### config.mk
export PLATFORM = sky130hd
export DESIGN_NAME = iagu_win_gen
export DESIGN_NICKNAME = d
export VERILOG_FILES = /design/src/rtl/iagu_win_gen.sv
export SDC_FILE = /design/constraint.sdc
export NUM_CORES = 1
export LEC_CHECK = 0
export BUFFER_PORTS_ARGS = -buffer_cell sky130_fd_sc_hd__buf_2
export CORE_MARGIN = 1
export CORE_UTILIZATION = 62
export DETAILED_ROUTE_END_ITERATION = 12
export PLACE_DENSITY = 0.91
export SYNTH_ARGS = -nofsm -noshare
export SYNTH_HDL_FRONTEND = slang
export SYNTH_SLANG_ARGS = --single-unit
### constraint.sdc
create_clock -name i_clk -period 15 [get_ports i_clk]
set_input_delay 2.25 -clock i_clk [delete_from_list [all_inputs] [get_ports i_clk]]
set_output_delay 2.25 -clock i_clk [all_outputs]
set_load 0.01 [all_outputs]
### src/rtl/iagu_win_gen.sv
// Input-address generator for convolution windows: walks oy, ox, ky, kx and emits one
// bank read (or a padding marker) per kernel tap, with a valid/ready handshake.
module iagu_win_gen #(
  parameter int ADDR_W = 12,
  parameter int BANK_W = 1,
  parameter int DIM_W  = 8,
  parameter int KER_W  = 4
) (
  input  logic                       i_clk,
  input  logic                       i_rst,
  input  logic                       i_start,
  input  logic                       i_abort,
  input  logic [BANK_W+ADDR_W-1:0]   i_base_addr,
  input  logic [DIM_W-1:0]           i_in_x_len,
  input  logic [DIM_W-1:0]           i_in_y_len,
  input  logic [DIM_W-1:0]           i_out_x_len,
  input  logic [DIM_W-1:0]           i_out_y_len,
  input  logic [KER_W-1:0]           i_kernel,
  input  logic [1:0]                 i_stride,
  input  logic [1:0]                 i_pad,
  input  logic [ADDR_W-1:0]          i_line_size,
  input  logic                       i_ready,
  output logic [(1<<BANK_W)-1:0]     o_rd_en,
  output logic [ADDR_W-1:0]          o_raddr,
  output logic                       o_pad_en,
  output logic                       o_win_last,
  output logic                       o_busy,
  output logic                       o_done
);

  localparam int NUM_BANKS = 1 << BANK_W;
  localparam int CW        = DIM_W + KER_W + 3;
  localparam int PW        = ADDR_W + CW;

  typedef enum logic [1:0] {S_IDLE = 2'd0, S_RUN = 2'd1, S_DONE = 2'd2} state_t;

  state_t                 r_state, w_state_nxt;

  logic [BANK_W-1:0]      r_bank;
  logic [ADDR_W-1:0]      r_base, r_line;
  logic [DIM_W-1:0]       r_in_x, r_in_y, r_out_x, r_out_y;
  logic [KER_W-1:0]       r_k;
  logic [1:0]             r_s, r_p;

  logic [KER_W-1:0]       w_k_in;
  logic [1:0]             w_s_in;
  logic                   w_load;

  logic [BANK_W-1:0]      w_bank;
  logic [ADDR_W-1:0]      w_base, w_line;
  logic [DIM_W-1:0]       w_in_x, w_in_y;
  logic [KER_W-1:0]       w_k;
  logic [1:0]             w_s, w_p;

  logic [DIM_W-1:0]       r_oy, r_ox, w_oy_n, w_ox_n, w_adv_oy, w_adv_ox, w_sel_oy, w_sel_ox;
  logic [KER_W-1:0]       r_ky, r_kx, w_ky_n, w_kx_n, w_adv_ky, w_adv_kx, w_sel_ky, w_sel_kx;
  logic                   w_last, w_vld;

  logic signed [CW-1:0]   w_iy, w_ix;
  logic                   w_oob;
  logic [NUM_BANKS-1:0]   w_el_rd_en;
  logic [ADDR_W-1:0]      w_el_raddr;
  logic                   w_el_last;

  logic [NUM_BANKS-1:0]   r_rd_en, w_rd_en_n;
  logic [ADDR_W-1:0]      r_raddr, w_raddr_n;
  logic                   r_pad_en, w_pad_en_n;
  logic                   r_win_last, w_win_last_n;
  logic                   r_busy, w_busy_n;
  logic                   r_done, w_done_n;

  function automatic logic signed [CW-1:0] coord(input logic [DIM_W-1:0] o,
                                                 input logic [1:0]       s,
                                                 input logic [KER_W-1:0] k,
                                                 input logic [1:0]       p);
    coord = $signed({{(CW-DIM_W){1'b0}}, o}) * $signed({{(CW-2){1'b0}}, s})
          + $signed({{(CW-KER_W){1'b0}}, k}) - $signed({{(CW-2){1'b0}}, p});
  endfunction

  function automatic logic [ADDR_W-1:0] lin_addr(input logic [ADDR_W-1:0] base,
                                                 input logic [CW-1:0]     iy,
                                                 input logic [CW-1:0]     ix,
                                                 input logic [ADDR_W-1:0] line);
    logic [PW-1:0] prod;
    prod = PW'(iy) * PW'(line) + PW'(ix) + PW'(base);
    return prod[ADDR_W-1:0];
  endfunction

  assign w_k_in = (i_kernel == '0) ? KER_W'(1) : i_kernel;
  assign w_s_in = (i_stride == '0) ? 2'd1 : i_stride;
  assign w_load = (r_state == S_IDLE) && i_start && !i_abort;

  // While idle the first element is built straight from the live inputs.
  always_comb begin
    if (r_state == S_IDLE) begin
      w_bank = i_base_addr[BANK_W+ADDR_W-1:ADDR_W];
      w_base = i_base_addr[ADDR_W-1:0];
      w_line = i_line_size;
      w_in_x = i_in_x_len;
      w_in_y = i_in_y_len;
      w_k    = w_k_in;
      w_s    = w_s_in;
      w_p    = i_pad;
    end else begin
      w_bank = r_bank;
      w_base = r_base;
      w_line = r_line;
      w_in_x = r_in_x;
      w_in_y = r_in_y;
      w_k    = r_k;
      w_s    = r_s;
      w_p    = r_p;
    end
  end

  always_comb begin
    w_adv_oy = r_oy;
    w_adv_ox = r_ox;
    w_adv_ky = r_ky;
    w_adv_kx = r_kx;
    if (r_kx != r_k - KER_W'(1)) begin
      w_adv_kx = r_kx + KER_W'(1);
    end else begin
      w_adv_kx = '0;
      if (r_ky != r_k - KER_W'(1)) begin
        w_adv_ky = r_ky + KER_W'(1);
      end else begin
        w_adv_ky = '0;
        if (r_ox != r_out_x - DIM_W'(1)) begin
          w_adv_ox = r_ox + DIM_W'(1);
        end else begin
          w_adv_ox = '0;
          w_adv_oy = r_oy + DIM_W'(1);
        end
      end
    end
  end

  assign w_last = (r_kx == r_k - KER_W'(1)) && (r_ky == r_k - KER_W'(1)) &&
                  (r_ox == r_out_x - DIM_W'(1)) && (r_oy == r_out_y - DIM_W'(1));
  assign w_vld  = (|r_rd_en) | r_pad_en;

  assign w_sel_oy = (r_state == S_IDLE) ? '0 : w_adv_oy;
  assign w_sel_ox = (r_state == S_IDLE) ? '0 : w_adv_ox;
  assign w_sel_ky = (r_state == S_IDLE) ? '0 : w_adv_ky;
  assign w_sel_kx = (r_state == S_IDLE) ? '0 : w_adv_kx;

  assign w_iy  = coord(w_sel_oy, w_s, w_sel_ky, w_p);
  assign w_ix  = coord(w_sel_ox, w_s, w_sel_kx, w_p);
  assign w_oob = w_iy[CW-1] || w_ix[CW-1] ||
                 (w_iy >= $signed({{(CW-DIM_W){1'b0}}, w_in_y})) ||
                 (w_ix >= $signed({{(CW-DIM_W){1'b0}}, w_in_x}));

  assign w_el_rd_en = w_oob ? '0 : (NUM_BANKS'(1) << w_bank);
  assign w_el_raddr = w_oob ? '0 : lin_addr(w_base, w_iy, w_ix, w_line);
  assign w_el_last  = (w_sel_ky == w_k - KER_W'(1)) && (w_sel_kx == w_k - KER_W'(1));

  always_comb begin
    w_state_nxt  = r_state;
    w_oy_n       = r_oy;
    w_ox_n       = r_ox;
    w_ky_n       = r_ky;
    w_kx_n       = r_kx;
    w_rd_en_n    = r_rd_en;
    w_raddr_n    = r_raddr;
    w_pad_en_n   = r_pad_en;
    w_win_last_n = r_win_last;
    w_busy_n     = r_busy;
    w_done_n     = 1'b0;
    if (i_abort) begin
      w_state_nxt  = S_IDLE;
      w_rd_en_n    = '0;
      w_raddr_n    = '0;
      w_pad_en_n   = 1'b0;
      w_win_last_n = 1'b0;
      w_busy_n     = 1'b0;
    end else begin
      case (r_state)
        S_IDLE: begin
          if (i_start) begin
            if ((i_out_x_len == '0) || (i_out_y_len == '0)) begin
              w_state_nxt = S_DONE;
              w_done_n    = 1'b1;
            end else begin
              w_state_nxt  = S_RUN;
              w_oy_n       = '0;
              w_ox_n       = '0;
              w_ky_n       = '0;
              w_kx_n       = '0;
              w_rd_en_n    = w_el_rd_en;
              w_raddr_n    = w_el_raddr;
              w_pad_en_n   = w_oob;
              w_win_last_n = w_el_last;
              w_busy_n     = 1'b1;
            end
          end
        end
        S_RUN: begin
          if (w_vld && i_ready) begin
            if (w_last) begin
              w_state_nxt  = S_DONE;
              w_rd_en_n    = '0;
              w_raddr_n    = '0;
              w_pad_en_n   = 1'b0;
              w_win_last_n = 1'b0;
              w_busy_n     = 1'b0;
              w_done_n     = 1'b1;
            end else begin
              w_oy_n       = w_adv_oy;
              w_ox_n       = w_adv_ox;
              w_ky_n       = w_adv_ky;
              w_kx_n       = w_adv_kx;
              w_rd_en_n    = w_el_rd_en;
              w_raddr_n    = w_el_raddr;
              w_pad_en_n   = w_oob;
              w_win_last_n = w_el_last;
            end
          end
        end
        default: begin
          w_state_nxt = S_IDLE;
        end
      endcase
    end
  end

  always_ff @(posedge i_clk or posedge i_rst) begin
    if (i_rst) begin
      r_state    <= S_IDLE;
      r_oy       <= '0;
      r_ox       <= '0;
      r_ky       <= '0;
      r_kx       <= '0;
      r_rd_en    <= '0;
      r_raddr    <= '0;
      r_pad_en   <= 1'b0;
      r_win_last <= 1'b0;
      r_busy     <= 1'b0;
      r_done     <= 1'b0;
    end else begin
      r_state    <= w_state_nxt;
      r_oy       <= w_oy_n;
      r_ox       <= w_ox_n;
      r_ky       <= w_ky_n;
      r_kx       <= w_kx_n;
      r_rd_en    <= w_rd_en_n;
      r_raddr    <= w_raddr_n;
      r_pad_en   <= w_pad_en_n;
      r_win_last <= w_win_last_n;
      r_busy     <= w_busy_n;
      r_done     <= w_done_n;
    end
  end

  // Job configuration is frozen at launch.
  always_ff @(posedge i_clk) begin
    if (w_load) begin
      r_bank  <= i_base_addr[BANK_W+ADDR_W-1:ADDR_W];
      r_base  <= i_base_addr[ADDR_W-1:0];
      r_line  <= i_line_size;
      r_in_x  <= i_in_x_len;
      r_in_y  <= i_in_y_len;
      r_out_x <= i_out_x_len;
      r_out_y <= i_out_y_len;
      r_k     <= w_k_in;
      r_s     <= w_s_in;
      r_p     <= i_pad;
    end
  end

  assign o_rd_en    = r_rd_en;
  assign o_raddr    = r_raddr;
  assign o_pad_en   = r_pad_en;
  assign o_win_last = r_win_last;
  assign o_busy     = r_busy;
  assign o_done     = r_done;

endmodule
==> impl_metrics.yaml, run 1 <==
yosys:
  avgSynthCellArea_um2: 9.37
  synth_cells: 1107
  syn_area_um2: 10400
  yosysWarnings: 0
  synth.top_cells.by_count: "inv_1 (147), nand2_1 (141), ha_1 (107), nor2_1 (68), fa_1 (66)"
  synth_top_area_cell: "edfxtp_1"
  yosysMostFrequentCell: "inv_1"
  synth_top_area_share_pct: 18.8
  synth.yosys.seq_area_share_pct: 29.4
  synth_ff_type: "edfxtp_1"
  ys_types: 68
  ys_top_cells_by_area: "edfxtp_1 (19%), ha_1 (13%), fa_1 (13%)"
  synthArstFlopShare_pct: 40.4
  synth_edf_count: 65
  synth_nets: 1350
  synth_seq_cells: 109
worst_setup_path:
  cpPeakStageDelay_ns: 0.97
  ff2ff_path_depth: 37
  reg2reg_to: "o_raddr[11]"
  required_ns: 15.27
  arrival_ns: 12.01
  cp-end-kind: "flop"
  crit_start: "r_k[0]"
  worstReg2RegStart: "r_k[0]"
  crit_path_end: "o_raddr[11]"
  worstSetupStartpointType: "flop"
  critPathKind: "reg -> reg"
  slowest_stage: "nor4_1"
  crit_fanout: 15
  rrSetupSlack_ns: 3.26
  critical_path.most_common_cell: "fa_1"
global_routing:
  grt_pass1_vias: 8215
  grt_max_degree: 66
  grt_overflow_total: 0
  grt_pass1_wl_um: 39900
  track_usage_pct: 29.1
  antenna_found_initial: 0
timing:
  slew_viol_final: 0
  fin_crit_ns: 11.74
  slew_headroom_pct: 23.6
  hold_violations: 0
  worstMarginPinSlew_ns: 1.14
  rsz0062_at_grt: "false"
  fmax_ghz: 0.0852
  finalCritPeriodShare_pct: 78.3
  setup_viol: 0
  setup_slack_ns: 3.26
  tns_ns: 0
  finClkSkew_ns: 0.00857
routing:
  drt_iter0_markers: 650
  routed_wl_um: 24100
  drt_pre_antenna_iters: 5
  viasPerCell: 5.83
  route.met2.wl_um: 11400
  topRoutingLayerUsed: "met4"
  antenna_left: 0
  drc: 0
  post_drt_wl_per_cell_um: 17.3
  route.met3.wl_um: 1620
  via_count: 8125
  wl_met1_um: 10400
die:
  fp.dieH_um: 131
  die_w_um: 131
  start_util_pct: 64.3
  coreArea_um2: 16100
  rows: 46
  fp.dieArea_um2: 17200
  num_io_pins: 88
placed_design:
  dp_hpwl_um: 18400
  gp_congestion: 0.898
  place_area_um2: 11000
  placedCellCount: 1378
  pre_cts_slack_ns: 3.48
  port_buffers: 87
flow_run:
  cap_violations: 0
finish:
  nets: 1416
  diodes: 0
  fin_area_um2: 11300
  syn_to_final_growth_pct: 8.76
  drive_above_1_share_pct: 10.9
  stdcell_count: 1394
clocking:
  cts_tree: "yes"
  ctsHtreeMaxLevel: 3
  ctsResizeCount: 0
  clock_latency_ns: 0.37
  numCtsBuffers: 9
  clockBufferDepth: 2
  path_clk_slew_ns: 0.08
  cts_setup_buffers: 0
  clock-sinks: 109
  ctsHoldBuffers: 0
  clockRootBuffer: "clkbuf_16"
worst_hold_path:
  hold_path_class: "reg -> reg"
pwr:
  irDropWorstVdd_mv: 0.285
  leakage_uw: 0.00537
  power.density_nw_per_um2: 214
run_status:
  status: "finished, final reports clean"
## registers in the layout, summed over array words and instances, names as in the netlist, 8 cells and up
signal and count:
r_in_x 8, r_oy 8, o_raddr 12, r_out_y 8, r_line 12, r_in_y 8
r_out_x 8, r_ox 8, r_base 12
## per-stage QoR
stage | utilization, % | total power (uW) | hold slack [ns]
floorplan | - | 1760 | 0.481
global placement | 68.1 | 1990 | 0.460
detailed placement | 68.1 | 2120 | 0.466
CTS | 70.0 | 2400 | 0.483
global route | 70.0 | 2630 | 0.514
finish | 70.0 | 2410 | 0.474
## worst min path at each step
stage | slack, ns | cells after the start | endpoint | startpoint
after floorplan | 0.48 | 1 | o_done | r_state[1]
after global placement | 0.46 | 2 | o_raddr[3] | o_raddr[3]
after detailed placement | 0.47 | 2 | o_raddr[5] | o_raddr[5]
after CTS | 0.48 | 2 | o_raddr[5] | o_raddr[5]
after global routing | 0.51 | 2 | o_raddr[8] | o_raddr[8]
final | 0.47 | 2 | o_raddr[5] | o_raddr[5]
## worst max-delay path: cells and delay by family (launching register included)
kind | cells | cell delay, ns
adders and majority gates | 11 | 4.86
AOI/OAI and AO/OA | 4 | 0.90
muxes | 1 | 0.26
and+or+nand+nor | 5 | 1.91
xor gates and xnor gates | 11 | 2.68
DFF | 1 | 0.52
buffers and inverters | 5 | 0.50
## cells by family (layout without fill, tap and decap cells)
family / after synthesis / after routing / share of synthesized area (%)
and+or+nand+nor: 346 / 346 / 15.9
adders and majority gates: 174 / 174 / 25.8
buffers and inverters: 185 / 256 / 6.79
DFF: 109 / 109 / 29.4
muxes: 41 / 41 / 4.09
AOI/OAI and AO/OA: 166 / 166 / 10.1
xor gates and xnor gates: 86 / 86 / 7.88
## cell type report
type | count | area [um^2]
clock buffer | 10 | 250
clock inverter | 6 | 48.8
fill | 1202 | 4840
inverter | 148 | 556
multi-input combinational | 813 | 6630
sequential | 109 | 3050
tap | 216 | 270
timing repair buffer | 92 | 473
## power by group
part           switching [uW]  internal [uW]
Sequential               6.68            330
Clock                     124            126
Combinational             983            844
Total                    1110           1300
## layer usage
metal	track usage [%]	up-vias
met4	10.7	0
li1	-	3838
met1	38.4	3926
met3	5.40	47
met2	48.0	314
met5	0	-
## cell usage in the layout, fill, tap and decap left out, types with 3 or more instances in the layout
| master | netlist | layout |
|---|---|---|
| o21bai_1 | 6 | 6 |
| clkbuf_16 | 0 | 10 |
| o21a_1 | 4 | 4 |
| dfrtp_1 | 44 | 44 |
| or2_1 | 3 | 3 |
| ha_1 | 107 | 107 |
| nand3_1 | 19 | 19 |
| xnor2_1 | 57 | 57 |
| edfxtp_1 | 65 | 65 |
| xor2_1 | 24 | 24 |
| a22o_1 | 10 | 10 |
| or4_1 | 5 | 5 |
| fa_1 | 66 | 66 |
| and2_1 | 17 | 17 |
| buf_4 | 0 | 5 |
| o31ai_1 | 13 | 13 |
| a211oi_1 | 5 | 5 |
| inv_6 | 0 | 3 |
| buf_2 | 1 | 87 |
| nor3_1 | 18 | 18 |
| nand2_1 | 141 | 141 |
| nor2b_1 | 11 | 11 |
| and3_1 | 4 | 4 |
| inv_1 | 147 | 146 |
| o21ai_0 | 56 | 56 |
| nand2b_1 | 23 | 23 |
| a22oi_1 | 4 | 4 |
| nand4_1 | 5 | 5 |
| mux2i_1 | 39 | 39 |
| or2_2 | 6 | 6 |
| o211ai_1 | 4 | 4 |
| a21o_1 | 14 | 14 |
| nor4_1 | 9 | 9 |
| a21oi_1 | 31 | 31 |
| xnor3_1 | 3 | 3 |
| nor2_1 | 68 | 66 |
| a31oi_1 | 5 | 5 |
No activity file was read; power rests on OpenSTA's default activity.
==> run 2: changes to the inputs <==
Settings changed: CORE_UTILIZATION 62 to 56, PLACE_DENSITY 0.91 to 0.87.
Clock period 15 ns to 10.2 ns, I/O delays scaled along.
==> run 2 against run 1 <==
Critical path depth decreased by 2. Combinational power increased by 43%. Die area increased by 11%. Via count increased by 1.7%. Core utilization decreased by 5.7 points. Clock power increased by 38%. First-iteration DRC count decreased by 3.1%. Non-clock buffer count increased by 28. Register-to-register slack got worse by 3.0 ns. Total power increased by 43%. Final cell count increased by 3.0%. Design area increased by 2.8%. Critical path type unchanged. Critical endpoint unchanged. Largest cell class unchanged. Largest power group unchanged.
==> impl_metrics.yaml, run 2 (synthesis results as in run 1) <==
worst_setup_path:
  cpPeakStageDelay_ns: 0.56
  critPathKind: "reg -> reg"
  crit_fanout: 4
  arrival_ns: 10.15
  worstSetupStartpointType: "flop"
  critical_path.most_common_cell: "fa_1"
  cp-end-kind: "flop"
  required_ns: 10.46
  rrSetupSlack_ns: 0.31
  crit_family: "adder cells"
  slowest_stage: "fa_1"
  crit_buf_inv: 6
clocking:
  clockRootBuffer: "clkbuf_16"
  clock-sinks: 109
  clockBufferDepth: 2
  ctsHtreeMaxLevel: 3
  cts_tree: "yes"
  clock_latency_ns: 0.37
  numCtsBuffers: 9
  ctsHoldBuffers: 0
  path_clk_slew_ns: 0.08
timing:
  finClkSkew_ns: 0.0113
  setup_viol: 0
  hold_violations: 0
  fin_crit_ns: 9.89
  setup_slack_ns: 0.309
  finalCritPeriodShare_pct: 97.0
  fmax_ghz: 0.101
  slew_headroom_pct: 19.5
  slew_viol_final: 0
  worstMarginPinSlew_ns: 1.17
die:
  fp.dieArea_um2: 19100
  coreArea_um2: 18000
  die_w_um: 138
  start_util_pct: 57.5
  fp.dieH_um: 138
  rows: 49
  num_io_pins: 88
routing:
  antenna_left: 0
  drt_iter0_markers: 630
  drt_pre_antenna_iters: 5
  post_drt_wl_per_cell_um: 17.4
  via_count: 8263
  viasPerCell: 5.75
  drc: 0
  routed_wl_um: 25000
flow_run:
  cap_violations: 0
placed_design:
  place_area_um2: 11100
  port_buffers: 87
  dp_hpwl_um: 19200
  gp_congestion: 0.980
  placedCellCount: 1408
  pre_cts_slack_ns: -0.171
run_status:
  status: "finished, final reports clean"
global_routing:
  grt_pass1_vias: 8493
  antenna_found_initial: 1
  grt_overflow_total: 0
  grt_pass1_wl_um: 40600
  grt_max_degree: 45
  track_usage_pct: 26.8
worst_hold_path:
  hold_path_class: "reg -> reg"
pwr:
  power.density_nw_per_um2: 298
  irDropWorstVdd_mv: 0.573
  leakage_uw: 0.00555
finish:
  final_cell_mix: "inv_1 (146), nand2_1 (141), ha_1 (106)"
  drive_above_1_share_pct: 14.2
  final_common_cell: "inv_1"
  fin_area_um2: 11600
  stdcell_count: 1436
  nets: 1444
  syn_to_final_growth_pct: 11.8
run 2: worst register-to-register path, delay by kind of cell (launching register included):
kind | cells | cell delay (ns)
XOR/XNOR | 2 | 0.28
multiplexers | 1 | 0.28
AO/OA/AOI/OAI | 9 | 1.59
adder cells (fa/ha/maj) | 11 | 5.08
flip-flops | 1 | 0.40
AND/OR/NAND/NOR | 6 | 1.66
buffers and inverters | 6 | 0.50
run 2: cell type report:
cell class              instances  area (um^2)
multi-input cells             813         6730
fillers                      1416         6430
flip-flops and latches        109         3050
repair buffers                120          687
inverters                     148          556
well taps                     229          287
clock buffers                  11          243
clock inverters                 5         36.3
diodes                          1         2.50
run 2: per-stage QoR:
step | TNS, ns | util [%] | power (uW) | hold slack [ns]
after floorplan | 0 | - | 2590 | 0.481
after global placement | 0 | 61.8 | 2970 | 0.464
after detailed placement | -0.171 | 61.8 | 3120 | 0.470
after CTS | 0 | 63.5 | 3490 | 0.486
after global routing | -0.0808 | 64.3 | 3750 | 0.509
final | 0 | 64.3 | 3450 | 0.489
run 2: path summary, 6_finish.rpt:
kind / cells after the start / from / end
min: 2 / o_raddr[3] / o_raddr[3]
max: 35 / r_out_x[2] / o_raddr[11]
min reg2reg: 2 / o_raddr[3] / o_raddr[3]
min in group asynchronous: 3 / i_rst / o_raddr[11]
max in group asynchronous: 3 / i_rst / r_oy[7]
max reg2reg: 35 / r_out_x[2] / o_raddr[11]
run 2: power breakdown:
| part | switching (uW) | internal (uW) |
|---|---|---|
| clock | 173 | 173 |
| sequential | 9.33 | 485 |
| combinational | 1450 | 1160 |
| total | 1630 | 1820 |
run 2: layer usage:
metal | wire length [um] | up-vias | track usage (%)
li1 | - | 3904 | -
met1 | 10400 | 3935 | 33.1
met2 | 12100 | 335 | 45.7
met3 | 1420 | 89 | 3.95
met4 | 1050 | 0 | 13.4
met5 | 0 | - | 0
run 2: timing repair:
item,in CTS,in global routing
pin swaps,3,14
endpoints found under the setup margin,1,3
setup buffers,1,10
gates resized for setup,4,17
